### config.mk
export PLATFORM = sky130hd
export DESIGN_NAME = hazard_unit_ctrl
export DESIGN_NICKNAME = d
export VERILOG_FILES = /design/src/rtl/hazard_unit_ctrl.sv
export SDC_FILE = /design/constraint.sdc
export NUM_CORES = 1
export LEC_CHECK = 0
export ABC_AREA = 1
export CAP_MARGIN = 15
export CORE_MARGIN = 1
export CORE_UTILIZATION = 50
export CTS_BUF_LIST = sky130_fd_sc_hd__clkbuf_4 sky130_fd_sc_hd__clkbuf_8
export DETAILED_ROUTE_END_ITERATION = 10
export GPL_TIMING_DRIVEN = 0
export PLACE_DENSITY = 0.78
export SLEW_MARGIN = 20
export SYNTH_ARGS = -nofsm -noshare
export SYNTH_HDL_FRONTEND = slang
export SYNTH_SLANG_ARGS = --single-unit
### constraint.sdc
create_clock -name clk -period 5.45 [get_ports clk]
set_clock_uncertainty 0.05 [all_clocks]
set_input_delay 0.545 -clock clk [delete_from_list [all_inputs] [get_ports clk]]
set_output_delay 0.545 -clock clk [all_outputs]
set_load 0.01 [all_outputs]
### src/rtl/hazard_unit_ctrl.sv
// Pipeline hazard controller: operand forwarding, load-use stall, control-hazard
// flush, a post-reset purge sequence and saturating hazard counters.
module hazard_unit_ctrl #(
  parameter int INIT_CYCLES = 4,
  parameter int CNT_W       = 32
) (
  input  logic             clk,
  input  logic             reset,
  input  logic [4:0]       Rs1_D,
  input  logic [4:0]       Rs2_D,
  input  logic [4:0]       Rs1_E,
  input  logic [4:0]       Rs2_E,
  input  logic [4:0]       Rd_E,
  input  logic [4:0]       Rd_M,
  input  logic [4:0]       Rd_W,
  input  logic [1:0]       ResultSrc_E,
  input  logic             RegWrite_M,
  input  logic             RegWrite_W,
  input  logic             PCSrc_E,
  input  logic             perf_clr,
  output logic             Stall_F,
  output logic             Stall_D,
  output logic             Flush_D,
  output logic             Flush_E,
  output logic [1:0]       ForwardA_E,
  output logic [1:0]       ForwardB_E,
  output logic             init_busy,
  output logic [CNT_W-1:0] stall_cnt,
  output logic [CNT_W-1:0] flush_cnt
);

  localparam int              ICW       = (INIT_CYCLES > 1) ? $clog2(INIT_CYCLES) : 1;
  localparam logic [ICW-1:0]  INIT_LOAD = ICW'(INIT_CYCLES - 1);
  localparam logic [CNT_W-1:0] CNT_MAX  = '1;

  typedef enum logic {S_INIT, S_RUN} state_t;

  state_t           state_q, state_d;
  logic [ICW-1:0]   init_cnt_q, init_cnt_d;
  logic [CNT_W-1:0] stall_cnt_q, stall_cnt_d;
  logic [CNT_W-1:0] flush_cnt_q, flush_cnt_d;
  logic             lw_stall;
  logic [1:0]       fwd_a, fwd_b;

  // M-stage result is younger than W-stage, so it wins when both match.
  function automatic logic [1:0] fwd_sel(input logic [4:0] rs);
    if (rs != 5'd0 && RegWrite_M && rs == Rd_M)      return 2'b10;
    else if (rs != 5'd0 && RegWrite_W && rs == Rd_W) return 2'b01;
    else                                             return 2'b00;
  endfunction

  assign fwd_a    = fwd_sel(Rs1_E);
  assign fwd_b    = fwd_sel(Rs2_E);
  assign lw_stall = (ResultSrc_E == 2'b01) && (Rd_E != 5'd0) &&
                    ((Rs1_D == Rd_E) || (Rs2_D == Rd_E));

  // NOTE: every always_comb output gets a default before any branch so no latch is inferred.
  always_comb begin
    Stall_F    = 1'b1;
    Stall_D    = 1'b1;
    Flush_D    = 1'b1;
    Flush_E    = 1'b1;
    ForwardA_E = 2'b00;
    ForwardB_E = 2'b00;
    init_busy  = 1'b1;
    if (state_q == S_RUN) begin
      Stall_F    = lw_stall;
      Stall_D    = lw_stall;
      Flush_D    = PCSrc_E;
      Flush_E    = lw_stall | PCSrc_E;
      ForwardA_E = fwd_a;
      ForwardB_E = fwd_b;
      init_busy  = 1'b0;
    end
  end

  always_comb begin
    state_d     = state_q;
    init_cnt_d  = init_cnt_q;
    stall_cnt_d = stall_cnt_q;
    flush_cnt_d = flush_cnt_q;
    case (state_q)
      S_INIT: begin
        if (init_cnt_q == '0) state_d = S_RUN;
        else                  init_cnt_d = init_cnt_q - ICW'(1);
      end
      S_RUN: begin
        if (perf_clr) begin
          stall_cnt_d = '0;
          flush_cnt_d = '0;
        end else begin
          if (lw_stall && stall_cnt_q != CNT_MAX) stall_cnt_d = stall_cnt_q + CNT_W'(1);
          if (PCSrc_E && flush_cnt_q != CNT_MAX)  flush_cnt_d = flush_cnt_q + CNT_W'(1);
        end
      end
      default: state_d = S_INIT;
    endcase
  end

  // NOTE: state registers use non-blocking assignments so all flops update together at the edge.
  always_ff @(posedge clk or posedge reset) begin
    if (reset) begin
      state_q     <= S_INIT;
      init_cnt_q  <= INIT_LOAD;
      stall_cnt_q <= '0;
      flush_cnt_q <= '0;
    end else begin
      state_q     <= state_d;
      init_cnt_q  <= init_cnt_d;
      stall_cnt_q <= stall_cnt_d;
      flush_cnt_q <= flush_cnt_d;
    end
  end

  assign stall_cnt = stall_cnt_q;
  assign flush_cnt = flush_cnt_q;

endmodule

# Word level (Yosys, flattened, before mapping)
# Cells that the tools add are included.
# op_classes
add_sub_neg,3
n_eq_ne,9
muxes,16
bitwise_logic,3
reduce_logical,22
# op_table
op,n
$mux W32,4
$add A32 B1 Y32 const B,2
$ne A32 B32 Y1 const B,2
$eq A5 B5 Y1,6
$reduce_bool A5 Y1,3
$logic_and A1 B1 Y1,12
$mux W1,8
$mux W2,4
$reduce_and A2 Y1,3
$reduce_bool A2 Y1,2
$eq A2 B1 Y1 const B,1
$logic_not A2 Y1,1
$not A1 Y1,2
$sub A2 B1 Y2 const B,1
$logic_or A1 B1 Y1,1
$or A1 B1 Y1,1
# word_totals
ff_bits,67
input_bits,43
elab_cells,57

# Depth between registers and ports, before layout
# logic_depth
ltp_word,6
depth_mapped,12
mapped_depth_nobuf,11

# Worst setup path after synthesis
# OpenSTA, ideal clock, no wires.
# synth_timing
kind,register to output
start,reg state_q
end,out Stall_F
arrival_ps,1403
required_time_ps,4855
path_slack_ps,3452
stages_incl_launch_ff,5
cell_sequence,dfrtp_1 clkbuf_1 clkbuf_1 nand2_1 buf_4
# synth_via
elab_chain_len,1
# synth_rtl
element,line_no,rtl
from (decl),38,"state_t state_q, state_d;"
from (signal assigned),108,state_q <= state_d;
$mux W1,-,
to (decl),21,"output logic Stall_F,"
# No other way between the ends.

# Final worst setup path
# layout_timing
start,reg state_q
end,out Stall_F
# layout_via
elab_chain_len,1
# layout_rtl
element,line_no,rtl
$mux W1,66,if (state_q == S_RUN) begin
# No other way between the ends.

==> results.ini <==
[sta]
tightest_slew_ps=669
hold_slack_ps=458
finalSetupViolations=0
fmax_mhz=330
setup_tns_ps=0
slew_headroom_pct=55.4
final.min_clock_period_ps=3030
hold_violations=0
slew_violations=0
period_share_pct=55.6
rsz0062_at_grt=no

[worst_setup_path]
path_cells=clkbuf_1 -> clkbuf_1 -> nand2_1 -> buf_4 -> clkdlybuf4s50_1
cp_num_buf_inv=4
critPathMaxStageDelay_ps=520
critPathTopFamily=buffers and inverters
cp.arrival_ps=2440
cpMaxStageDelayCell=dfrtp_1
worstSetupEndpointType=output pin
required_ps=4860
cp_max_fo=10
crit_type=flop to output pin
r2r_slack_ps=3140
crit_path_start_kind=flop
path_common_cell=clkbuf_1

[power]
p_comb_share_pct=13.7
p_sw_mw=0.287
ir_drop_mv=0.0781
clkPwrFrac_pct=38.3
p_sw_share_pct=27.1
internal_power_mw=0.772
pwr-share-seq_pct=48.0
p_leak_nw=3.22
pwr_density_cell_nw_per_um2=155

[cells_and_area]
final_common_cell=nand2_1
fill_cells=989
final_cell_mix=357 x nand2_1, 142 x nor2_1, 114 x clkdlybuf4s50_1
synthToLayoutAreaGrowth_pct=28.6
multi_input_area_um2=3120
final-seq-area_um2=1680
num-nets-final=1048
antenna-diode-count=0
drive_gt1_share_pct=5.26

[die]
chipHeight_um=105
core_um2=10300
rows=37
die_x_um=105
io_pins=116
die-area_um2=11000
start_util_pct=51.4

[global_routing]
grtUsageTotal_pct=29.4
grt-ovfl-total=0
grt_pass1_vias=5472
antenna_found_initial=0
grt_max_degree=39
grt_pass1_wl_mm=25.7

[routing]
first_pass_iters=7
wl_per_cell_um=13.4
ant_nets=0
vias=5772
route.detailed.drc=0
wl_mm=15.4
drtIter0Drc=247
routed_via_density=5.05

[logic_synthesis]
syn_area_um2=5310
synthXorXnorAreaFrac_pct=5.78
synth.mux.area_fraction_pct=0
synth_area_per_cell_um2=6.06
synth_seq_area_share_pct=31.6
yosys.area_share.adder_pct=0.707
ys_async_sr_fraction_pct=100
synth_top_family_by_area=simple AND/OR/NAND/NOR gates
ys_warn_count=0
synth-seq-cells=67
netlist_instances=876
synth-simple-area-share_pct=49.7
syn_nets=922
synthDistinctLibCells=35
synth-edff-count=0
synth-compound-area-share_pct=2.55
yosys_most_used_dff=dfrtp_1

[hold_path]
holdCritPathClass=flop to flop

[cts]
cts_resized=0
cts_hold_buf=0
cts_setup_buffers=0
clock_latency_ps=360
cts_tree=built
clock-sinks=67
clk_pin_slew_ps=70
root_buffer=clkbuf_8
h-tree-depth=3
cts_buffer_depth=2
cts_made_buffers=9

[run]
maxCapViolCount=0

[placement]
numPortBuffers=114
dp_hpwl_mm=11.9
gp_congestion=0.919

[run_status]
outcome=finished, final reports clean

==> sequential cells by signal (all words and copies together) (netlist names) <==
register and count:
init_cnt_q 2, flush_cnt 32, stall_cnt 32, state_q 1
==> layer usage <==
metal / part of all wire, % / wire length, µm / GRT usage (%) / vias up
met4: 2.6 / 405 / 11.9 / 0
met2: 49 / 7480 / 51.8 / 179
met5: 0 / 0 / 0 / -
li1: - / - / - / 2949
met1: 44 / 6780 / 36.3 / 2614
met3: 4.5 / 693 / 3.74 / 30
==> cells by family after synthesis <==
logic type / after synthesis
AND/OR/NAND/NOR: 628
adder cells (fa/ha/maj): 3
flip-flops: 67
AO/OA/AOI/OAI: 24
buffers and inverters: 119
XOR/XNOR: 35
==> layout make-up <==
type                       count  area share (%)
buffer                        22            2.16
clock buffer                  14            2.55
clock inverter                 2           0.147
inverter                      97            5.37
multi-input combinational    690            45.7
sequential                    67            24.6
tap                          136            2.49
timing repair buffer         115            17.0
==> worst min-delay path, cell delays in order, from the launching register on <==
cell     delay [ps]
dfstp_2         370
nand2_1          50
o21ai_0          80
==> synthesized netlist by cell type, drive strengths merged (2+ instances only) <==
cell / instances / area (µm²)
nor3b: 3 / 22.5
o21ai: 6 / 30.0
nand2: 367 / 1440
a21oi: 11 / 55.1
nand4: 7 / 43.8
dfrtp: 65 / 1630
o21a: 2 / 15.0
o22ai: 3 / 18.8
inv: 97 / 364
xor2: 24 / 210
buf: 17 / 129
ha: 3 / 37.5
clkbuf: 5 / 18.8
dfstp: 2 / 52.6
xnor2: 11 / 96.3
nand3: 77 / 385
nor3: 25 / 151
nor2: 147 / 583
==> path summary, 6_finish.rpt <==
path                       cells past startpoint                 startpoint                        end
min in group asynchronous                      2                      reset  stall_cnt[16]$_DFFE_PP0P_
hold / removal                                 2  init_cnt_q[1]$_DFFE_PP1P_  init_cnt_q[1]$_DFFE_PP1P_
max in group asynchronous                      3                      reset  init_cnt_q[1]$_DFFE_PP1P_
setup reg to reg                              11   stall_cnt[0]$_DFFE_PP0P_  stall_cnt[23]$_DFFE_PP0P_
setup / recovery                               5          state_q$_DFF_PP0_                    Stall_F
hold reg to reg                                2  init_cnt_q[1]$_DFFE_PP1P_  init_cnt_q[1]$_DFFE_PP1P_
==> power groups by stage <==
stage | clock, mW | combinational [mW] | sequential [mW]
after global placement | 0 | 0.142 | 0.518
after floorplan | 0 | 0.0714 | 0.519
after detailed placement | 0 | 0.146 | 0.518
after CTS | 0.408 | 0.146 | 0.509
final | 0.405 | 0.145 | 0.509
after global routing | 0.426 | 0.160 | 0.509
==> per-stage QoR <==
stage	setup WS, ps	cell area [µm²]	utilization [%]	power, mW	std cells
5_1_grt	2270	6820	66.1	1.10	1143
6_report	2420	6820	66.1	1.06	1143
2_1_floorplan	3180	5310	-	0.590	876
4_1_cts	2410	6820	66.1	1.06	1143
3_3_place_gp	1910	6620	64.1	0.660	1126
3_5_place_dp	2530	6640	64.3	0.664	1127
(Power assumes the default switching activity.)
